<file path="src/rtl/seg_scan_driver.sv">
// rtl/seg_scan_driver.sv - four-digit multiplexed 7-segment scan driver with frame shadow, error code and blink
module seg_scan_driver #(
    parameter int SCAN_DIV  = 50000,
    parameter int BLINK_DIV = 64
) (
    input  logic        clk_in,
    input  logic        RESET,
    input  logic [16:1] D_Q,
    output logic [7:1]  SEG,
    output logic [4:1]  AN,
    output logic        DP,
    output logic        ERR
);

    localparam int CW = (SCAN_DIV > 2) ? $clog2(SCAN_DIV) : 1;

    localparam logic [6:0] SEG_OFF  = 7'b1111111;
    localparam logic [6:0] SEG_DASH = 7'b0111111;
    localparam logic [6:0] SEG_E    = 7'b0000110;
    localparam logic [6:0] SEG_R    = 7'b0101111;

    logic [CW-1:0] cnt;
    logic [1:0]    idx;
    logic [7:0]    frame_cnt;
    logic          phase;
    logic [15:0]   shadow;

    logic          slot_end;
    logic          frame_end;
    logic          err_mode;
    logic [3:0]    nib;
    logic [6:0]    seg_next;
    logic [3:0]    an_next;

    function automatic logic [6:0] decode(input logic [3:0] n);
        case (n)
            4'd0:    decode = 7'b1000000;
            4'd1:    decode = 7'b1111001;
            4'd2:    decode = 7'b0100100;
            4'd3:    decode = 7'b0110000;
            4'd4:    decode = 7'b0011001;
            4'd5:    decode = 7'b0010010;
            4'd6:    decode = 7'b0000010;
            4'd7:    decode = 7'b1111000;
            4'd8:    decode = 7'b0000000;
            4'd9:    decode = 7'b0010000;
            default: decode = SEG_DASH;
        endcase
    endfunction

    assign slot_end  = (cnt == CW'(SCAN_DIV - 1));
    assign frame_end = slot_end && (idx == 2'd3);
    assign err_mode  = (shadow == 16'h5555);
    assign nib       = shadow[idx*4 +: 4];

    // Error code reads "Err " left to right, so digit 1 (idx 0) is the blank one.
    always_comb begin
        seg_next = decode(nib);
        if (err_mode) begin
            if (phase) begin
                seg_next = SEG_OFF;
            end else begin
                case (idx)
                    2'd3:    seg_next = SEG_E;
                    2'd2:    seg_next = SEG_R;
                    2'd1:    seg_next = SEG_R;
                    default: seg_next = SEG_OFF;
                endcase
            end
        end
        an_next = (cnt == '0) ? 4'b1111 : ~(4'b0001 << idx);
    end

    always_ff @(posedge clk_in or posedge RESET) begin
        if (RESET) begin
            cnt       <= '0;
            idx       <= 2'd0;
            frame_cnt <= 8'd0;
            phase     <= 1'b0;
            shadow    <= 16'h0000;
        end else begin
            cnt <= slot_end ? '0 : cnt + 1'b1;
            if (slot_end) begin
                idx <= idx + 2'd1;
            end
            // Only sample the input word between frames so a frame never tears.
            if (frame_end) begin
                shadow <= D_Q;
                if (frame_cnt == 8'(BLINK_DIV - 1)) begin
                    frame_cnt <= 8'd0;
                    phase     <= ~phase;
                end else begin
                    frame_cnt <= frame_cnt + 8'd1;
                end
            end
        end
    end

    always_ff @(posedge clk_in or posedge RESET) begin
        if (RESET) begin
            SEG <= SEG_OFF;
            AN  <= 4'b1111;
            DP  <= 1'b1;
            ERR <= 1'b0;
        end else begin
            SEG <= seg_next;
            AN  <= an_next;
            DP  <= (idx != 2'd2);
            ERR <= err_mode;
        end
    end

endmodule

</file>
<file path="config.mk">
export PLATFORM = sky130hd
export DESIGN_NAME = seg_scan_driver
export DESIGN_NICKNAME = d
export VERILOG_FILES = /design/src/rtl/seg_scan_driver.sv
export SDC_FILE = /design/constraint.sdc
export NUM_CORES = 1
export LEC_CHECK = 0
export BUFFER_PORTS_ARGS = -buffer_cell sky130_fd_sc_hd__buf_4
export CAP_MARGIN = 15
export CORE_MARGIN = 4
export CORE_UTILIZATION = 52
export DETAILED_ROUTE_END_ITERATION = 7
export GPL_TIMING_DRIVEN = 0
export PLACE_DENSITY = 0.75
export SYNTH_ARGS = -nofsm -noshare
export SYNTH_HDL_FRONTEND = slang
export SYNTH_SLANG_ARGS = --single-unit
</file>
<file path="constraint.sdc">
create_clock -name clk_in -period 2.35 [get_ports clk_in]
set_clock_uncertainty 0.15 [all_clocks]
set_input_delay 0.235 -clock clk_in [delete_from_list [all_inputs] [get_ports clk_in]]
set_output_delay 0.235 -clock clk_in [all_outputs]
set_load 0.1 [all_outputs]
</file>
After elaboration in Yosys (flattened, before gate mapping)

Memories as Yosys holds them, arrays and structs flattened.
Index checks and enable logic that the tools add are counted.
W data, S select, Z words.

Bits in registers: 56
ROM bits: 112
Input bits: 18
Output and inout port bits: 13
Memories: 1

Memory list:

| name             | words | width | rd ports | clocked after memory_dff | wr ports | RTL line | RTL |
|---|---|---|---|---|---|---|---|
| (name not given) | 16    | 7     | 1        | 0                        | 0        | 36       | `case (n)` |

Add/sub/neg operators: 3
Equality and inequality tests: 7
Shift-type cells: 2
Muxes and demuxes: 6
Bitwise gates (word level): 2
Reduce and logical (&&, ||, !) cells: 4

Operator list:

| operator                | number |
|---|---|
| $add A16 B1 Y16 const B | 1 |
| $eq A16 B15 Y1 const B  | 1 |
| $eq A16 B16 Y1 const B  | 1 |
| $logic_not A16 Y1       | 1 |
| $mux W16                | 1 |
| $shiftx A16 B5 Y4       | 1 |
| $mux W7                 | 2 |
| $pmux W7 S2             | 1 |
| $add A8 B1 Y8 const B   | 1 |
| $eq A8 B6 Y1 const B    | 1 |
| $mux W8                 | 1 |
| $eq A2 B2 Y1 const B    | 2 |
| $mux W4                 | 1 |
| $not A4 Y4              | 1 |
| $shl A1 B2 Y4 const A   | 1 |
| $add A2 B1 Y2 const B   | 1 |
| $eq A2 B1 Y1 const B    | 1 |
| $ne A2 B2 Y1 const B    | 1 |
| $reduce_and A2 Y1       | 1 |
| $reduce_or A2 Y1        | 1 |
| $logic_and A1 B1 Y1     | 1 |
| $not A1 Y1              | 1 |

Logic depth before layout (Yosys ltp)

Gate-level depths: netlist of the first run.

Depth after elaboration: 5
Mapped depth: 7

Least setup slack after synthesis of the first run

Ideal clock, no wire load.

Kind: register to register
From: register idx[0]
To: register shadow[11]
Library setup time: 125 ps
Arrival time: 2062 ps
Required time: 2075 ps
Path slack: 13 ps
Stages on the path, launching flop included: 6
Clock period less this slack: 2337 ps
Path through: dfrtp_1 ha_1 or4b_2 nor4_4 buf_2 mux2_2

Word-level cells in the longest chain between the ends: 2

RTL lines:

| item                     | RTL line | RTL |
|---|---|---|
| start: declaration       | 23       | `logic [1:0] idx;` |
| start signal: assignment | 84       | `idx <= idx + 2'd1;` |
| $eq A2 B2 Y1             | 52       | `assign frame_end = slot_end && (idx == 2'd3);` |
| $logic_and A1 B1 Y1      | 52       |  |
| end signal: assignment   | 80       | `shadow <= 16'h0000;` |
| end signal: assignment   | 88       | `shadow <= D_Q;` |
| end: declaration         | 26       | `logic [15:0] shadow;` |

Every way passes these cells.
A chain may end at the register's enable or synchronous reset.

Worst setup path in the final report of the first run

From: register cnt[13]
To: register frame_cnt[3]

Word-level cells in the longest chain between the ends: 2

RTL lines:

| item                     | RTL line | RTL |
|---|---|---|
| start: declaration       | 22       | `logic [CW-1:0] cnt;` |
| start signal: assignment | 82       | `cnt <= slot_end ? '0 : cnt + 1'b1;` |
| $eq A16 B16 Y1           | 51       | `assign slot_end = (cnt == CW'(SCAN_DIV - 1));` |
| $logic_and A1 B1 Y1      | 52       |  |
| end signal: assignment   | 93       | `frame_cnt <= frame_cnt + 8'd1;` |
| end: declaration         | 24       | `logic [7:0] frame_cnt;` |

Every way passes these cells.

==> results of run 1 <==
-- worst paths after layout --
check	startpoint	endpoint	slack, ns
min in group asynchronous	RESET	shadow[3]	0.33
worst min-delay path	D_Q[5]	shadow[4]	0.003
max in group asynchronous	RESET	AN[1]	1.13
worst min register to register	frame_cnt[7]	frame_cnt[7]	0.35
worst max-delay path	cnt[13]	frame_cnt[3]	0.04
worst max register to register	cnt[13]	frame_cnt[3]	0.04
-- worst max-delay path: cells and delay by family, from the launching register on --
kind,cells,cell delay [ns]
and+or+nand+nor,3,1.61
DFF,1,0.40
AOI/OAI and AO/OA,1,0.09
-- placed cells by master, fill, tap and decap left out, types with 6 or more instances in the layout --
cell type and instances:
xor2_1 9, mux2_2 16, dlygate4sd3_1 9, nand3_1 9
xnor2_1 7, dfrtp_1 44, inv_1 18, buf_4 42
o21ai_0 9, a21oi_1 6, nor2_1 11, ha_1 12
dfstp_2 12, nand4_1 8, nand2_1 19
-- stage by stage --
stage | worst slack, ns | hold WS [ns] | area, µm²
final | 0.03608 | 0.002569 | 3517
after global routing | -0.02319 | 0.0006547 | 3517
after CTS | 0.009855 | 0.0002185 | 3450
after detailed placement | -0.3503 | 0.1019 | 3147
after global placement | -0.3360 | 0.2957 | 3127
after floorplan | 0.01299 | 0.2018 | 2814
-- what timing repair did --
item / CTS / global route
buffers inserted: 6 / 6
pin swaps: 3 / 2
hold buffers: 8 / 1
endpoints found under the hold margin: 19 / 1
resized for setup: 9 / 8
endpoints found under the setup margin: 27 / 22
cloned: 0 / 0
-- power breakdown --
group | switching, mW | total [mW] | internal [mW]
Combinational | 0.0248 | 0.0558 | 0.0310
Clock | 0.303 | 0.836 | 0.532
Sequential | 0 | 0.964 | 0.964
Total | 0.328 | 1.86 | 1.53
-- cell type report --
type                            instances  share of cell area, %
Buffer                                  6                  1.210
Clock buffer                            5                  1.957
Clock inverter                          3                  2.561
Inverter                               19                  2.028
Multi-Input combinational cell        165                  37.28
Sequential cell                        56                  40.27
Tap cell                               70                  2.490
Timing Repair Buffer                   52                  12.20
-- state kept, by name, summed over array words and instances (netlist names) --
register,count
phase,1
ERR,1
frame_cnt,8
SEG,7
cnt,16
AN,4
shadow,16
idx,2
DP,1
-- logic make-up (layout without fill, tap and decap cells) --
group | after synthesis | in the layout | share of synthesized area [%]
adder cells (fa/ha/maj) | 14 | 14 | 6.225
flip-flops | 56 | 56 | 50.33
AND/OR/NAND/NOR | 84 | 84 | 17.56
XOR/XNOR | 16 | 16 | 4.980
buffers and inverters | 27 | 85 | 3.957
AO/OA/AOI/OAI | 28 | 28 | 6.225
multiplexers | 23 | 23 | 10.72
-- metal layers --
metal	vias to the layer above	track usage [%]	share of wire [%]
li1	991	-	-
met1	1005	25.80	48
met2	42	28.75	47
met3	7	3.728	4.3
met4	0	5.574	1.4
met5	-	0	0
==> parameters.txt, run 1 <==
Parameter                              Value

Status
  Outcome    finished, final reports clean

Synth
  Post-Synthesis Cell Area    2814 µm²
  Yosys reg bits    between 50 and 60
  Most common cell in the synthesized netlist    dfrtp_1
  Area share of the largest cell type after synthesis    around two fifths
  Post-synthesis cell type count    41
  Share of flip-flops with an asynchronous set or reset    100.0%
  Number of nets produced by synthesis    280
  Count of flip-flops with a built-in enable after synthesis    0
  Cell type with the largest total area after synthesis    dfrtp_1
  Cell count after synthesis    248
  Synth cell count leaders    dfrtp_1, inv_1, nand2_1
  Average instance area after synthesis    roughly 11 µm²
  Most used flip-flop cell after synthesis    dfrtp_1
  Top cells by area in the synthesized netlist    dfrtp_1, dfstp_2, mux2_2, ha_1, mux4_2
  Number of synthesis warnings    0
  Seq/Total Area, Yosys    50.33%

Flow run
  Max Cap Viol    0

Finish
  Net count reported at finish    337
  Fraction of final layout cells sized beyond drive strength 1    32.35%
  Sequential cell area    1416 µm²
  Layout Cells excl Fill    376
  Area growth, synth to finish    24.99%
  Area used by multi-input combinational logic    1311 µm²
  Finished Core Util    roughly two thirds
  ANT cells    0
  Layout filler cell count    ~360

Routing
  Average routed wire per standard cell    14.66 µm
  Total Wirelength    5512 µm
  Via count of the routed design    2045
  Count of TritonRoute iterations in the first routing pass    4
  Routed vias/inst    5.439
  Post-detailed-route DRC marker count    0
  Iteration-0 DRC Markers    107
  Remaining antenna violation count    0

Placement
  GP Congestion    0.8628
  Placed instance count    349
  PortBufs    30
  Half-perimeter wire length after detailed placement    3839 µm

Global route
  Largest net degree at the start of global routing    40
  Remaining global-route overflow    0
  Initial antenna violation count    0
  Wire length of the first global-routing pass    9535 µm
  Total track usage    18.39%
  Vias in the first global route    2015

Worst setup path
  Max stage delay on crit path    roughly 0.56 ns
  Critical Path Slowest Stage Cell    or4_4
  Path depth of the worst reg2reg path    4
  Critical path endpoint category    register
  Sort of element at the start of the critical path    register
  Critical path required time    2.44 ns
  Crit-path cells    or4_4, or4_4, or4_1, o21ai_1
  Crit path arrival time    about 2.4 ns
  Setup CP Type    reg2reg
  Most frequent cell on the critical path    or4_4
  Max FO, Critical Path    10

Power
  Power per cell area    527.5 nW/µm²
  Total power    between 1.5 and 2 mW
  Static Leak    1.607 nW
  Peak supply drop    between 0.3 and 0.4 mV

Clock network
  Clock buffers created by TritonCTS    5
  Largest buffer count on any clock path    2
  Clock input transition at the sequential cells of the worst setup and hold paths    0.10 ns
  Clk Latency, worst-skew pair    slightly above 0.3 ns
  Clock tree from TritonCTS    yes
  CTS H-tree depth    2
  Sink count of the clock tree    56
  Clock root buffer    clkbuf_8

STA
  Count of endpoints failing setup in the final report    0
  Transition time of the tightest slew-check pin    0.4400 ns
  Worst slew margin relative to its limit    70.44%
  Pins Over Slew Limit    0
  Setup Total Neg Slack    0 ns
  Fmax    0.4322 GHz
  RSZ-0062 raised after global routing    true
  Post-layout minimum cycle time    between 2 and 2.5 ns
  Tcrit/Tclk final    98.46%
  Number of hold violations in the final report    0

Die
  Core box area    ~5200 µm²
  Die boundary width    81.56 µm
  Site Rows    26
  Number of top-level design ports    31
  Die area    6652 µm²
  Die H    81.56 µm
  Initial Util    54.40%

Hold path
  Type of the tightest min-delay check    in2reg
  Cell depth of the worst min-delay path    2
(Power assumes the default switching activity.)
==> inputs of run 2 (changes only) <==
Settings changed: CORE_UTILIZATION 52 to 37, CTS_BUF_LIST set to sky130_fd_sc_hd__clkbuf_4, PLACE_DENSITY 0.75 to unset.
==> run 2 against run 1 <==
Net effect:
- critical path depth is 3 higher
- register-to-register slack is essentially flat
- sequential share of layout area down 0.75 points
- via count increased by 1.4%
- wire length grew 5.8%
- sequential cell count unchanged
- core utilization shrank 19 points
- sequential power about the same
==> parameters.txt, run 2 (synthesis results as in run 1) <==
Parameter                              Value

Status
  Outcome    finished, final reports clean (unchanged)

Power
  Power per cell area    403.6 nW/µm² (was 527.5 nW/µm²)
  Peak supply drop    0.2044 mV (was 0.3798 mV)
  Total power    1.448 mW (was 1.855 mW)
  Static Leak    1.614 nW (was 1.607 nW)

Worst setup path
  Sort of element at the start of the critical path    register (unchanged)
  Critical Path Sink    frame_cnt[6] (was frame_cnt[3])
  Critical path endpoint category    register (unchanged)
  R2r startpoint    cnt[11] (was cnt[13])
  Max FO, Critical Path    5 (was 10)
  Critical path required time    2.45 ns (was 2.44 ns)
  Worst-case register-to-register setup slack    0.05 ns (was 0.04 ns)
  Crit path arrival time    2.40 ns (was 2.41 ns)
  Launch point of the worst path    cnt[11] (was cnt[13])
  Setup CP Type    reg2reg (unchanged)
  Endpoint of the lowest-slack register-to-register path    frame_cnt[6] (was frame_cnt[3])
  Path depth of the worst reg2reg path    7 (was 4)

Routing
  Routed vias/inst    4.971 (was 5.439)
  Count of TritonRoute iterations in the first routing pass    4 (unchanged)
  Post-detailed-route DRC marker count    0 (unchanged)
  Average routed wire per standard cell    13.99 µm (was 14.66 µm)
  Total Wirelength    5834 µm (was 5512 µm)
  Remaining antenna violation count    0 (unchanged)
  Via count of the routed design    2073 (was 2045)
  Iteration-0 DRC Markers    168 (was 107)

STA
  Worst slew margin relative to its limit    68.52% (was 70.44%)
  Transition time of the tightest slew-check pin    0.4722 ns (was 0.4400 ns)
  Count of endpoints failing setup in the final report    0 (unchanged)
  Number of hold violations in the final report    0 (unchanged)
  Post-layout minimum cycle time    2.300 ns (was 2.314 ns)
  Tcrit/Tclk final    97.88% (was 98.46%)
  Fmax    0.4348 GHz (was 0.4322 GHz)
  RSZ-0062 raised after global routing    true (unchanged)
  Pins Over Slew Limit    0 (unchanged)

Clock network
  Clock tree from TritonCTS    yes (unchanged)
  CTS H-tree depth    2 (unchanged)
  Clock input transition at the sequential cells of the worst setup and hold paths    0.16 ns (was 0.10 ns)
  Largest buffer count on any clock path    2 (unchanged)
  Sink count of the clock tree    56 (unchanged)
  Clock root buffer    clkbuf_4 (was clkbuf_8)
  Clock buffers created by TritonCTS    5 (unchanged)
  Clk Latency, worst-skew pair    0.37 ns (was 0.31 ns)

Global route
  Largest net degree at the start of global routing    45 (was 40)
  Total track usage    13.90% (was 18.39%)
  Initial antenna violation count    0 (unchanged)
  Remaining global-route overflow    0 (unchanged)
  Vias in the first global route    2011 (was 2015)
  Wire length of the first global-routing pass    9915 µm (was 9535 µm)

Finish
  Area growth, synth to finish    27.48% (was 24.99%)
  Fraction of final layout cells sized beyond drive strength 1    32.08% (was 32.35%)
  Net count reported at finish    349 (was 337)
  ANT cells    0 (unchanged)
  Most frequent cells in the layout    dfrtp_1, buf_4, nand2_1, inv_1, dlygate4sd3_1 (was dfrtp_1, buf_4, nand2_1, inv_1, mux2_2)
  Largest registers    cnt x16, shadow x16, frame_cnt x8 (unchanged)
  Layout Cells excl Fill    417 (was 376)

Die
  Site Rows    31 (was 26)
  Initial Util    38.39% (was 54.40%)
  Die H    95.21 µm (was 81.56 µm)
  Die boundary width    95.21 µm (was 81.56 µm)
  Die area    9065 µm² (was 6652 µm²)
  Core box area    7331 µm² (was 5172 µm²)
  Number of top-level design ports    31 (unchanged)

Flow run
  Max Cap Viol    0 (unchanged)

Placement
  PortBufs    30 (unchanged)
  GP Congestion    0.8380 (was 0.8628)
  Half-perimeter wire length after detailed placement    3921 µm (was 3839 µm)
  Placed instance count    378 (was 349)

Hold path
  Type of the tightest min-delay check    in2async (was in2reg)
## run 2: cell count changes in the layout (fill, tap and decap cells not counted), moves of 3 or more
cell / delta
clkbuf_8: -5
bufinv_16: -3
clkbuf_4: +7
dlygate4sd3_1: +8
## run 2: power breakdown
part	leakage (nW)	internal [mW]	switching, mW	total [mW]
registers	0.715	0.965	0	0.965
clock network	0.0293	0.126	0.289	0.416
logic	0.870	0.0396	0.0274	0.0671
total	1.61	1.13	0.317	1.45
## run 2: how the worst min path moves through the flow
| stage | startpoint | to | slack (ns) | cells past startpoint |
|---|---|---|---|---|
| finish | RESET | cnt[0] | 0.20 | 3 |
| global route | RESET | cnt[5] | 0.19 | 3 |
| CTS | RESET | cnt[0] | 0.20 | 3 |
| detailed placement | RESET | cnt[0] | 0.07 | 2 |
| global placement | D_Q[15] | shadow[14] | 0.30 | 3 |
| floorplan | D_Q[11] | shadow[10] | 0.20 | 2 |
## run 2: what timing repair did
action / CTS / global route
gates cloned: 0 / 1
resized for setup: 6 / 12
hold buffers: 17 / 0
pin swaps: 4 / 2
endpoints found under the hold margin: 37 / 0
buffers inserted: 9 / 6
endpoints found under the setup margin: 30 / 30
## run 2: area by class of cell
type	count	area [µm²]
multi-input combinational	165	1313
clock inverter	2	11.26
buffer	6	41.29
fill	647	3744
timing repair buffer	64	564.3
inverter	19	71.32
clock buffer	6	45.04
tap	99	123.9
sequential	56	1418
## run 2: metrics by stage
step	setup slack [ns]	instance area [µm²]	hold slack, ns	setup TNS [ns]	util, %
floorplan	0.01299	2814	0.2018	0	-
global placement	-0.3086	3163	0.2982	-8.611	43.15
detailed placement	-0.3307	3183	0.07393	-4.722	43.42
CTS	0.005152	3496	0.1956	0	47.69
global route	-0.05596	3587	0.1894	-0.1661	48.93
finish	0.04990	3587	0.1994	0	48.93
## run 2: worst max-delay path, cell delays in order, from the launching register on
cell     delay [ns]
dfrtp_1        0.41
or4_4          0.56
buf_6          0.14
nor4_4         0.26
buf_6          0.17
buf_6          0.12
nand4_1        0.10
mux2_2         0.29
## run 2: layer usage
| layer | track usage, % | share of wire [%] | up-vias |
|---|---|---|---|
| met3 | 2.368 | 4.0 | 2 |
| met2 | 21.22 | 46 | 52 |
| met1 | 20.22 | 49 | 998 |
| met4 | 3.966 | 0.70 | 0 |
| met5 | 0 | 0 | - |
| li1 | - | - | 1021 |
==> inputs of run 3 (changes only) <==
Settings changed: REMOVE_ABC_BUFFERS set to 1.
==> run 3 against run 2 <==
Net effect:
- count of clock-buffer cells in the layout is 1 higher
- final cell count is 1.4% lower
- fmax is 0.76% lower
==> parameters.txt, run 3 (synthesis results as in run 1) <==
Parameter                              Value

STA
  RSZ-0062 raised after global routing    true (unchanged)
  Setup Total Neg Slack    0 ns (unchanged)
  Count of endpoints failing setup in the final report    0 (unchanged)
  Fmax    0.4315 GHz (was 0.4348 GHz)
  Number of hold violations in the final report    0 (unchanged)
  Transition time of the tightest slew-check pin    0.4769 ns (was 0.4722 ns)
  Smallest hold slack    0.1884 ns (was 0.1994 ns)
  Tcrit/Tclk final    98.63% (was 97.88%)
  Post-layout minimum cycle time    2.318 ns (was 2.300 ns)
  Worst slew margin relative to its limit    67.96% (was 68.52%)
  Pins Over Slew Limit    0 (unchanged)

Status
  Outcome    finished, final reports clean (unchanged)

Power
  Peak supply drop    0.3104 mV (was 0.2044 mV)
  Power per cell area    435.7 nW/µm² (was 403.6 nW/µm²)
  Sequential fraction of design power    61.4% (was 66.7%)
  Internal power summed over all cells    1.254 mW (was 1.131 mW)
  Combinational share of power    4.2% (was 4.6%)
  Fraction of power spent switching nets    20.22% (was 21.88%)
  Total power    1.572 mW (was 1.448 mW)
  Part of the total power dissipated in the clock network    34.4% (was 28.7%)
  Static Leak    1.632 nW (was 1.614 nW)
  P_sw    317.9 µW (was 316.8 µW)

Clock network
  Sink count of the clock tree    56 (unchanged)
  Clk Latency, worst-skew pair    0.38 ns (was 0.37 ns)
  Clock buffers created by TritonCTS    5 (unchanged)
  CTS H-tree depth    2 (unchanged)
  Clock root buffer    clkbuf_4 (unchanged)
  Clock tree from TritonCTS    yes (unchanged)
  Clock input transition at the sequential cells of the worst setup and hold paths    0.16 ns (about the same)
  Largest buffer count on any clock path    2 (unchanged)

Finish
  Cell area after layout    3608 µm² (was 3587 µm²)
  Most frequent cells in the layout    buf_4, dfrtp_1, nand2_1, inv_1, dlygate4sd3_1 (was dfrtp_1, buf_4, nand2_1, inv_1, dlygate4sd3_1)
  Most common library cell in the layout ignoring fill and taps    buf_4
  Layout filler cell count    672 (was 647)
  Net count reported at finish    343 (was 349)
  Area growth, synth to finish    28.23% (was 27.48%)
  Finished Core Util    49.22% (was 48.93%)
  Sequential cell area    1419 µm² (was 1418 µm²)
  ANT cells    0 (unchanged)
  Fraction of final layout cells sized beyond drive strength 1    33.01% (was 32.08%)
  Largest registers    cnt x16, shadow x16, frame_cnt x8 (unchanged)
  Area used by multi-input combinational logic    1340 µm² (was 1313 µm²)

Routing
  Routed vias/inst    5.061 (was 4.971)
  Remaining antenna violation count    0 (unchanged)
  Post-detailed-route DRC marker count    0 (unchanged)
  Via count of the routed design    2080 (was 2073)
  Iteration-0 DRC Markers    56 (was 168)
  Average routed wire per standard cell    13.33 µm (was 13.99 µm)
  Count of TritonRoute iterations in the first routing pass    4 (unchanged)
  Total Wirelength    5479 µm (was 5834 µm)

Flow run
  Max Cap Viol    0 (unchanged)

Die
  Number of top-level design ports    31 (unchanged)
  Site Rows    31 (unchanged)
  Die boundary width    95.21 µm (unchanged)
  Core box area    7331 µm² (unchanged)
  Die H    95.21 µm (unchanged)
  Initial Util    38.39% (unchanged)
  Die area    9065 µm² (unchanged)

Worst setup path
  Max FO, Critical Path    6 (was 5)
  Sort of element at the start of the critical path    register (unchanged)
  Setup CP Type    reg2reg (unchanged)
  Crit path arrival time    2.43 ns (was 2.40 ns)
  Worst-case register-to-register setup slack    0.03 ns (was 0.05 ns)
  Critical path required time    2.47 ns (was 2.45 ns)
  Critical path endpoint category    register (unchanged)

Hold path
  Type of the tightest min-delay check    in2async (unchanged)

Global route
  Largest net degree at the start of global routing    45 (unchanged)
  Wire length of the first global-routing pass    9639 µm (was 9915 µm)
  Initial antenna violation count    0 (unchanged)
  Total track usage    13.35% (was 13.90%)
  Remaining global-route overflow    0 (unchanged)
  Vias in the first global route    1956 (was 2011)

Placement
  Placed Area    3158 µm² (was 3183 µm²)
  GP Congestion    0.8186 (was 0.8380)
  PortBufs    30 (unchanged)
  Half-perimeter wire length after detailed placement    3735 µm (was 3921 µm)
## run 3: cell count changes in the layout (fill, tap and decap cells not counted), sizes merged
cell,delta
clkinvlp,-1
bufbuf,+1
bufinv,+1
buf,-2
clkbuf,-4
clkinv,-1
## run 3: worst max-delay path, cell delays in order, from the launching register on
cell	delay, ns
dfrtp_1	0.50
or4b_4	0.56
nor4_4	0.34
buf_4	0.19
buf_4	0.10
nand4_1	0.09
mux2_2	0.28
## run 3: power by group through the flow
stage                     Clock, mW  Sequential [mW]  Combinational [mW]
final                         0.541            0.965              0.0656
after global routing          0.609            0.966              0.0747
after CTS                     0.560            0.965              0.0679
after detailed placement          0            0.982              0.0458
after global placement            0            0.982              0.0408
after floorplan                   0            0.982              0.0141
## run 3: through the flow
step | setup WS (ns) | cells
2_1_floorplan | -0.5260 | 240
3_3_place_gp | -1.052 | 369
3_5_place_dp | -0.5760 | 371
4_1_cts | 0.002352 | 409
5_1_grt | -0.05539 | 411
6_report | 0.03228 | 411
## run 3: cell type report
cell class	instances	area share, %
repair buffers	64	15.85
clock inverters	1	0.8322
multi-input cells	165	37.14
clock buffers	7	1.456
flip-flops and latches	56	39.32
well taps	99	3.433
inverters	19	1.976
## run 3: timing repair
action | in CTS | in global routing
endpoints found under the hold margin | 61 | 0
gates resized for setup | 7 | 8
setup endpoints to repair | 25 | 20
buffers inserted | 12 | 2
hold buffers | 17 | 0
gates cloned | 1 | 0
pin swaps | 5 | 2
## run 3: path summary, 6_finish.rpt
path                               from            to  depth (start not counted)
hold / removal                    RESET        cnt[1]                          3
setup reg to reg                 cnt[5]  frame_cnt[6]                          6
hold reg to reg            frame_cnt[7]  frame_cnt[7]                          1
min in group clk_in        frame_cnt[7]  frame_cnt[7]                          1
setup / recovery                 cnt[5]  frame_cnt[6]                          6
max in group asynchronous         RESET        SEG[6]                          4
## run 3: metal layers
layer	routed length, µm	track usage [%]
met1	2695	19.20
met2	2477	20.70
met3	230	2.131
met4	76	3.966
met5	0	0
